`src/rtl/conv_read_ctrl_pkg.sv`:
```
// Shared memory/convolution package: enable codes, matrix and filter
// dimensions, FSM state encoding, read tag type and address helpers.
package conv_read_ctrl_pkg;

    // Memory enable codes shared with memory_module
    localparam logic [1:0] EN_IDLE  = 2'b00;
    localparam logic [1:0] EN_READ  = 2'b10;
    localparam logic [1:0] EN_WRITE = 2'b11;

    // Geometry: 3x3 filter sliding over a 4x4 input gives a 2x2 output
    localparam int MAT_DIM = 4;
    localparam int FIL_DIM = 3;
    localparam int OUT_DIM = MAT_DIM - FIL_DIM + 1;
    localparam int NUM_POS = OUT_DIM * OUT_DIM;

    // Last filter row index and last output position, sized for counters
    localparam logic [1:0] K_LAST = 2'(FIL_DIM - 1);
    localparam logic [1:0] P_LAST = 2'(NUM_POS - 1);

    // FSM state encoding
    localparam logic [1:0] ST_IDLE  = 2'd0;
    localparam logic [1:0] ST_READ  = 2'd1;
    localparam logic [1:0] ST_DRAIN = 2'd2;
    localparam logic [1:0] ST_DONE  = 2'd3;

    // Bookkeeping that travels one cycle behind a read, alongside its data
    typedef struct packed {
        logic       vld;    // a read was issued last cycle
        logic       first;  // it was the first row (k = 0) of a position
        logic       last;   // it was the last row (k = 2) of a position
        logic [1:0] pos;    // output position it belongs to
    } rd_tag_t;

    // Input-matrix address of column j, filter row k, for output position pos
    function automatic logic [3:0] inp_addr(input logic [1:0] pos,
                                            input logic [1:0] k,
                                            input logic [1:0] j);
        logic [3:0] row;
        row = {3'b000, pos[1]} + {2'b00, k};
        return (row << 2) + {3'b000, pos[0]} + {2'b00, j};
    endfunction

    // Filter address of column j, filter row k
    function automatic logic [3:0] fil_addr(input logic [1:0] k,
                                            input logic [1:0] j);
        return ({2'b00, k} << 1) + {2'b00, k} + {2'b00, j};
    endfunction

endpackage

```
`src/rtl/conv_read_ctrl_mac3.sv`:
```
// conv_mac3: three unsigned multipliers, an adder tree and a clearable
// accumulator. acc_next is the value the accumulator takes this cycle.
module conv_mac3 #(
    parameter int DW   = 8,
    parameter int ACCW = 20
) (
    input  logic            clk,
    input  logic            rst,
    input  logic            acc_en,
    input  logic            acc_clr,
    input  logic [DW-1:0]   a0,
    input  logic [DW-1:0]   a1,
    input  logic [DW-1:0]   a2,
    input  logic [DW-1:0]   f0,
    input  logic [DW-1:0]   f1,
    input  logic [DW-1:0]   f2,
    output logic [ACCW-1:0] acc_next
);

    localparam int PW = 2 * DW;

    logic [DW-1:0]   a_vec [3];
    logic [DW-1:0]   f_vec [3];
    logic [PW-1:0]   prod  [3];
    logic [ACCW-1:0] sum3;
    logic [ACCW-1:0] acc_reg;

    assign a_vec[0] = a0;
    assign a_vec[1] = a1;
    assign a_vec[2] = a2;
    assign f_vec[0] = f0;
    assign f_vec[1] = f1;
    assign f_vec[2] = f2;

    // Full-width products so 255 x 255 never truncates
    generate
        for (genvar gi = 0; gi < 3; gi++) begin : g_mul
            assign prod[gi] = {{DW{1'b0}}, a_vec[gi]} * {{DW{1'b0}}, f_vec[gi]};
        end
    endgenerate

    assign sum3     = ACCW'(prod[0]) + ACCW'(prod[1]) + ACCW'(prod[2]);
    // Clearing restarts the sum with this row so positions never mix
    assign acc_next = (acc_clr ? '0 : acc_reg) + sum3;

    // Accumulator register, only advances when a row's data is present
    always_ff @(posedge clk or negedge rst) begin
        if (!rst) begin
            acc_reg <= '0;
        end else if (acc_en) begin
            acc_reg <= acc_next;
        end
    end

endmodule

```
`src/rtl/conv_read_ctrl.sv`:
```
// conv_read_ctrl: sequences twelve 3-wide reads of input matrix and filter,
// feeds them to conv_mac3 and emits the four 2x2 convolution results.
module conv_read_ctrl
    import conv_read_ctrl_pkg::*;
#(
    parameter int DW   = 8,
    parameter int ACCW = 20
) (
    input  logic            clk,
    input  logic            rst,
    input  logic            start,
    output logic            busy,
    output logic            done,
    output logic [1:0]      en_INP,
    output logic [1:0]      en_FIL,
    output logic [3:0]      addr_A0,
    output logic [3:0]      addr_A1,
    output logic [3:0]      addr_A2,
    output logic [3:0]      addr_F0,
    output logic [3:0]      addr_F1,
    output logic [3:0]      addr_F2,
    input  logic [DW-1:0]   out_A0,
    input  logic [DW-1:0]   out_A1,
    input  logic [DW-1:0]   out_A2,
    input  logic [DW-1:0]   out_F0,
    input  logic [DW-1:0]   out_F1,
    input  logic [DW-1:0]   out_F2,
    output logic [ACCW-1:0] res_data,
    output logic [1:0]      res_idx,
    output logic            res_valid
);

    logic [1:0]      state_reg, state_next;
    logic [1:0]      pos_reg;
    logic [1:0]      row_reg;
    logic            in_read;
    logic            last_read;
    rd_tag_t         tag_reg;
    logic [ACCW-1:0] acc_next;
    logic [ACCW-1:0] res_data_reg;
    logic [1:0]      res_idx_reg;
    logic            res_valid_reg;
    logic [3:0]      addr_a [3];
    logic [3:0]      addr_f [3];

    assign in_read   = (state_reg == ST_READ);
    assign last_read = in_read && (pos_reg == P_LAST) && (row_reg == K_LAST);

    // Next-state logic; start is only honoured from IDLE
    always_comb begin
        state_next = state_reg;
        case (state_reg)
            ST_IDLE:  if (start) state_next = ST_READ;
            ST_READ:  if (last_read) state_next = ST_DRAIN;
            ST_DRAIN: if (res_valid_reg && (res_idx_reg == P_LAST)) state_next = ST_DONE;
            ST_DONE:  state_next = ST_IDLE;
            default:  state_next = ST_IDLE;
        endcase
    end

    // State register
    always_ff @(posedge clk or negedge rst) begin
        if (!rst) begin
            state_reg <= ST_IDLE;
        end else begin
            state_reg <= state_next;
        end
    end

    // Position/filter-row counters walk the twelve reads, reset outside READ
    always_ff @(posedge clk or negedge rst) begin
        if (!rst) begin
            pos_reg <= '0;
            row_reg <= '0;
        end else if (in_read) begin
            if (row_reg == K_LAST) begin
                row_reg <= '0;
                pos_reg <= pos_reg + 2'd1;
            end else begin
                row_reg <= row_reg + 2'd1;
            end
        end else begin
            pos_reg <= '0;
            row_reg <= '0;
        end
    end

    // Delay read bookkeeping by one cycle to line up with the memory data
    always_ff @(posedge clk or negedge rst) begin
        if (!rst) begin
            tag_reg <= '0;
        end else begin
            tag_reg.vld   <= in_read;
            tag_reg.first <= in_read && (row_reg == 2'd0);
            tag_reg.last  <= in_read && (row_reg == K_LAST);
            tag_reg.pos   <= pos_reg;
        end
    end

    conv_mac3 #(
        .DW   (DW),
        .ACCW (ACCW)
    ) u_mac (
        .clk      (clk),
        .rst      (rst),
        .acc_en   (tag_reg.vld),
        .acc_clr  (tag_reg.first),
        .a0       (out_A0),
        .a1       (out_A1),
        .a2       (out_A2),
        .f0       (out_F0),
        .f1       (out_F1),
        .f2       (out_F2),
        .acc_next (acc_next)
    );

    // Capture the completed sum of a position; res_data holds until the next one
    always_ff @(posedge clk or negedge rst) begin
        if (!rst) begin
            res_valid_reg <= 1'b0;
            res_data_reg  <= '0;
            res_idx_reg   <= '0;
        end else begin
            res_valid_reg <= tag_reg.vld && tag_reg.last;
            if (tag_reg.vld && tag_reg.last) begin
                res_data_reg <= acc_next;
                res_idx_reg  <= tag_reg.pos;
            end
        end
    end

    // Read addresses per column j; forced to zero whenever not reading
    generate
        for (genvar gi = 0; gi < 3; gi++) begin : g_addr
            assign addr_a[gi] = in_read ? inp_addr(pos_reg, row_reg, 2'(gi)) : 4'd0;
            assign addr_f[gi] = in_read ? fil_addr(row_reg, 2'(gi)) : 4'd0;
        end
    endgenerate

    assign addr_A0   = addr_a[0];
    assign addr_A1   = addr_a[1];
    assign addr_A2   = addr_a[2];
    assign addr_F0   = addr_f[0];
    assign addr_F1   = addr_f[1];
    assign addr_F2   = addr_f[2];
    assign en_INP    = in_read ? EN_READ : EN_IDLE;
    assign en_FIL    = in_read ? EN_READ : EN_IDLE;
    assign busy      = in_read || (state_reg == ST_DRAIN);
    assign done      = (state_reg == ST_DONE);
    assign res_data  = res_data_reg;
    assign res_idx   = res_idx_reg;
    assign res_valid = res_valid_reg;

endmodule

```
`config.mk`:
```
export PLATFORM = sky130hd
export DESIGN_NAME = conv_read_ctrl
export DESIGN_NICKNAME = d
export VERILOG_FILES = /design/src/rtl/conv_read_ctrl_pkg.sv /design/src/rtl/conv_read_ctrl_mac3.sv /design/src/rtl/conv_read_ctrl.sv
export SDC_FILE = /design/constraint.sdc
export NUM_CORES = 1
export LEC_CHECK = 0
export CAP_MARGIN = 20
export CORE_UTILIZATION = 44
export DETAILED_ROUTE_END_ITERATION = 10
export HOLD_SLACK_MARGIN = 0.1
export PLACE_DENSITY = 0.73
export SLEW_MARGIN = 20
export SYNTH_ARGS = -nofsm -noshare
export SYNTH_HDL_FRONTEND = slang
export SYNTH_SLANG_ARGS = --single-unit
```
`constraint.sdc`:
```
create_clock -name clk -period 4.55 [get_ports clk]
set_input_delay 0.91 -clock clk [delete_from_list [all_inputs] [get_ports clk]]
set_output_delay 0.91 -clock clk [all_outputs]
set_load 0.02 [all_outputs]
```
==> results.ini <==
[run_status]
status=finished with violations
failed_checks=negative setup slack

[clocking]
h-tree-depth=2
ctsHoldBuffers=0
path_clk_slew_ps=80
clockBufferDepth=2
root_buffer=clkbuf_16
cts_tree=done
insertion_delay_ps=310
numCtsBuffers=5
cts.sink_count=53

[synthesis]
synth_seq_cells=53
syn_area_um2=10100
yosys_warnings=0
synth_top_area_frac=0.319
synth_common_cells=inv_1 (246), fa_1 (161), and2_1 (130)
synth_edf_count=0
yosysUniqueCellTypes=64
synth_top_area_cell=fa_1
synthCells=1086
avgSynthCellArea_um2=9.30
yosys-top-cells-area=fa_1 (32%), ha_1 (15%), dfrtp_1 (13%), inv_1 (9.1%), and2_1 (8.0%)
ys.flop_type=dfrtp_1
ys_seq_area_frac=0.131
async_flop_share=1.00
synthMostInstantiatedCell=inv_1

[drt]
wl_um=25100
first_iter_violations=445
viasPerCell=5.04
dr.pass1.iters=5
avgRoutedWirePerCell_um=15.6
vias=8102
drcViolationCount=0
final_antenna_net_count=0

[global_routing]
grt_max_degree=54
track_usage=0.218
grt_pass1_wl_um=42100
antenna_found_initial=0
grt_pass1_vias=8661
overflow=0

[timing]
grt_setup_unrepaired=true
fin_skew_ps=15.4
max_clock_freq_ghz=0.113
fin_crit_sh=1.95
setup_viol=36
hold_violations=0
tightest_slew_ps=1170
fin_crit_ps=8870
timing.hold.ws_ps=460
slew_headroom=0.221
layout_setup_ws_ps=-4320
final_max_slew_viol_count=0
tns_ps=-128420

[cells_and_area]
stdcell_count=1609
drive_gt1_frac=0.301
num_antenna_cells=0
nFillCells=1734
nets=1659
area_delta_synth_final_pct=37.7
seqCellArea_um2=1330
multi_input_comb_area_um2=8840

[min_path]
worstHoldPathType=flop to flop

[run]
drv_cap=0

[place]
gp_congestion=0.864
port_buffers=100
dp_hpwl_um=19800
placed_cells=1566

[critical_path]
crit_fanout=6
critPathKind=input port to flop
crit_required_ps=4740
path_common_cell=fa_1
critPathArrivalTime_ps=9060
max_stage_delay_ps=570
crit_buf_inv=8
path_delay_family=adder cells
start_kind=input port
crit_path_end_kind=flop
crit_path_top_delay_cell=fa_1

[die]
start_util=0.448
die_y_um=154
fp.dieW_um=154
num_rows=55
die-area_um2=23600
design.core.area_um2=22600
io_pins=104

## layer usage
| metal | vias to the layer above | global-route usage | wire, µm |
|---|---|---|---|
| met5 | - | 0 | 0 |
| met4 | 0 | 0.0276 | 232 |
| met3 | 28 | 0.0225 | 1080 |
| met2 | 195 | 0.370 | 12500 |
| met1 | 4069 | 0.310 | 11200 |
| li1 | 3810 | - | - |
## timing repair
| item | 4_1_cts | 5_1_grt |
|---|---|---|
| setup buffers | 26 | 10 |
| pin swaps | 139 | 83 |
| endpoints found under the setup margin | 38 | 36 |
| gates cloned | 0 | 0 |
| resized for setup | 295 | 64 |
## path summary, 6_finish.rpt
path,end,cells past startpoint,slack [ps],start
worst max-delay path,res_data[15]$_DFFE_PN0P_,33,-4320,out_A0[1]
worst min-delay path,tag_reg[1]$_DFF_PN0_,0,460,pos_reg[1]$_DFFE_PN0P_
worst max register to register,res_data[15]$_DFFE_PN0P_,12,1080,row_reg[0]$_DFF_PN0_
worst min register to register,tag_reg[1]$_DFF_PN0_,0,460,pos_reg[1]$_DFFE_PN0P_
max in group asynchronous,u_mac.acc_reg[17]$_DFFE_PN0P_,2,3380,rst
min in group asynchronous,state_reg[1]$_DFFE_PN0P_,2,720,rst
## through the flow
step	area, µm²	setup WS [ps]	utilization
4_1_cts	13600	-4320	0.601
6_report	13900	-4320	0.616
3_5_place_dp	12600	-5120	0.557
2_1_floorplan	10500	-4030	-
5_1_grt	13900	-4600	0.616
3_3_place_gp	12600	-4960	0.557
## final cells by class
cell class                 count  share of cell area
timing repair buffer         256               0.167
clock inverter                 3             0.00189
clock buffer                   5             0.00899
sequential                    53              0.0953
multi-input combinational    760               0.635
inverter                     247              0.0666
tap                          285              0.0256
## cell families (layout without fill, tap and decap cells)
group	after synthesis	count (layout)	synth area share
buffers and inverters	275	511	0.108
DFF	53	53	0.131
other	1	3	0.000371
and+or+nand+nor	315	315	0.163
adders and majority gates	285	285	0.473
AOI/OAI and AO/OA	102	102	0.0717
xor gates and xnor gates	28	28	0.0243
muxes	27	27	0.0293
## placed cells by master (no fill, tap or decap), types with 8 or more instances in the layout
| cell type | netlist | routed |
|---|---|---|
| inv_1 | 246 | 216 |
| buf_6 | 0 | 40 |
| xor2_1 | 15 | 9 |
| nand2_1 | 115 | 104 |
| inv_2 | 0 | 30 |
| mux2_4 | 0 | 11 |
| buf_4 | 15 | 132 |
| ha_1 | 124 | 81 |
| nand2_2 | 0 | 8 |
| fa_2 | 0 | 8 |
| a21oi_2 | 1 | 11 |
| and2_4 | 0 | 27 |
| a21o_1 | 9 | 9 |
| fa_1 | 161 | 153 |
| nor2_1 | 17 | 15 |
| and2_1 | 130 | 103 |
| o21ai_2 | 1 | 8 |
| dfrtp_1 | 53 | 53 |
| clkdlybuf4s50_1 | 0 | 68 |
| mux2_2 | 21 | 10 |
| ha_4 | 0 | 40 |
| a21oi_1 | 24 | 10 |
| nor2b_1 | 17 | 17 |
Power is left out: the tool's default activity adds up to more than one toggle a clock period on the data nets, which glitch-free logic cannot reach.
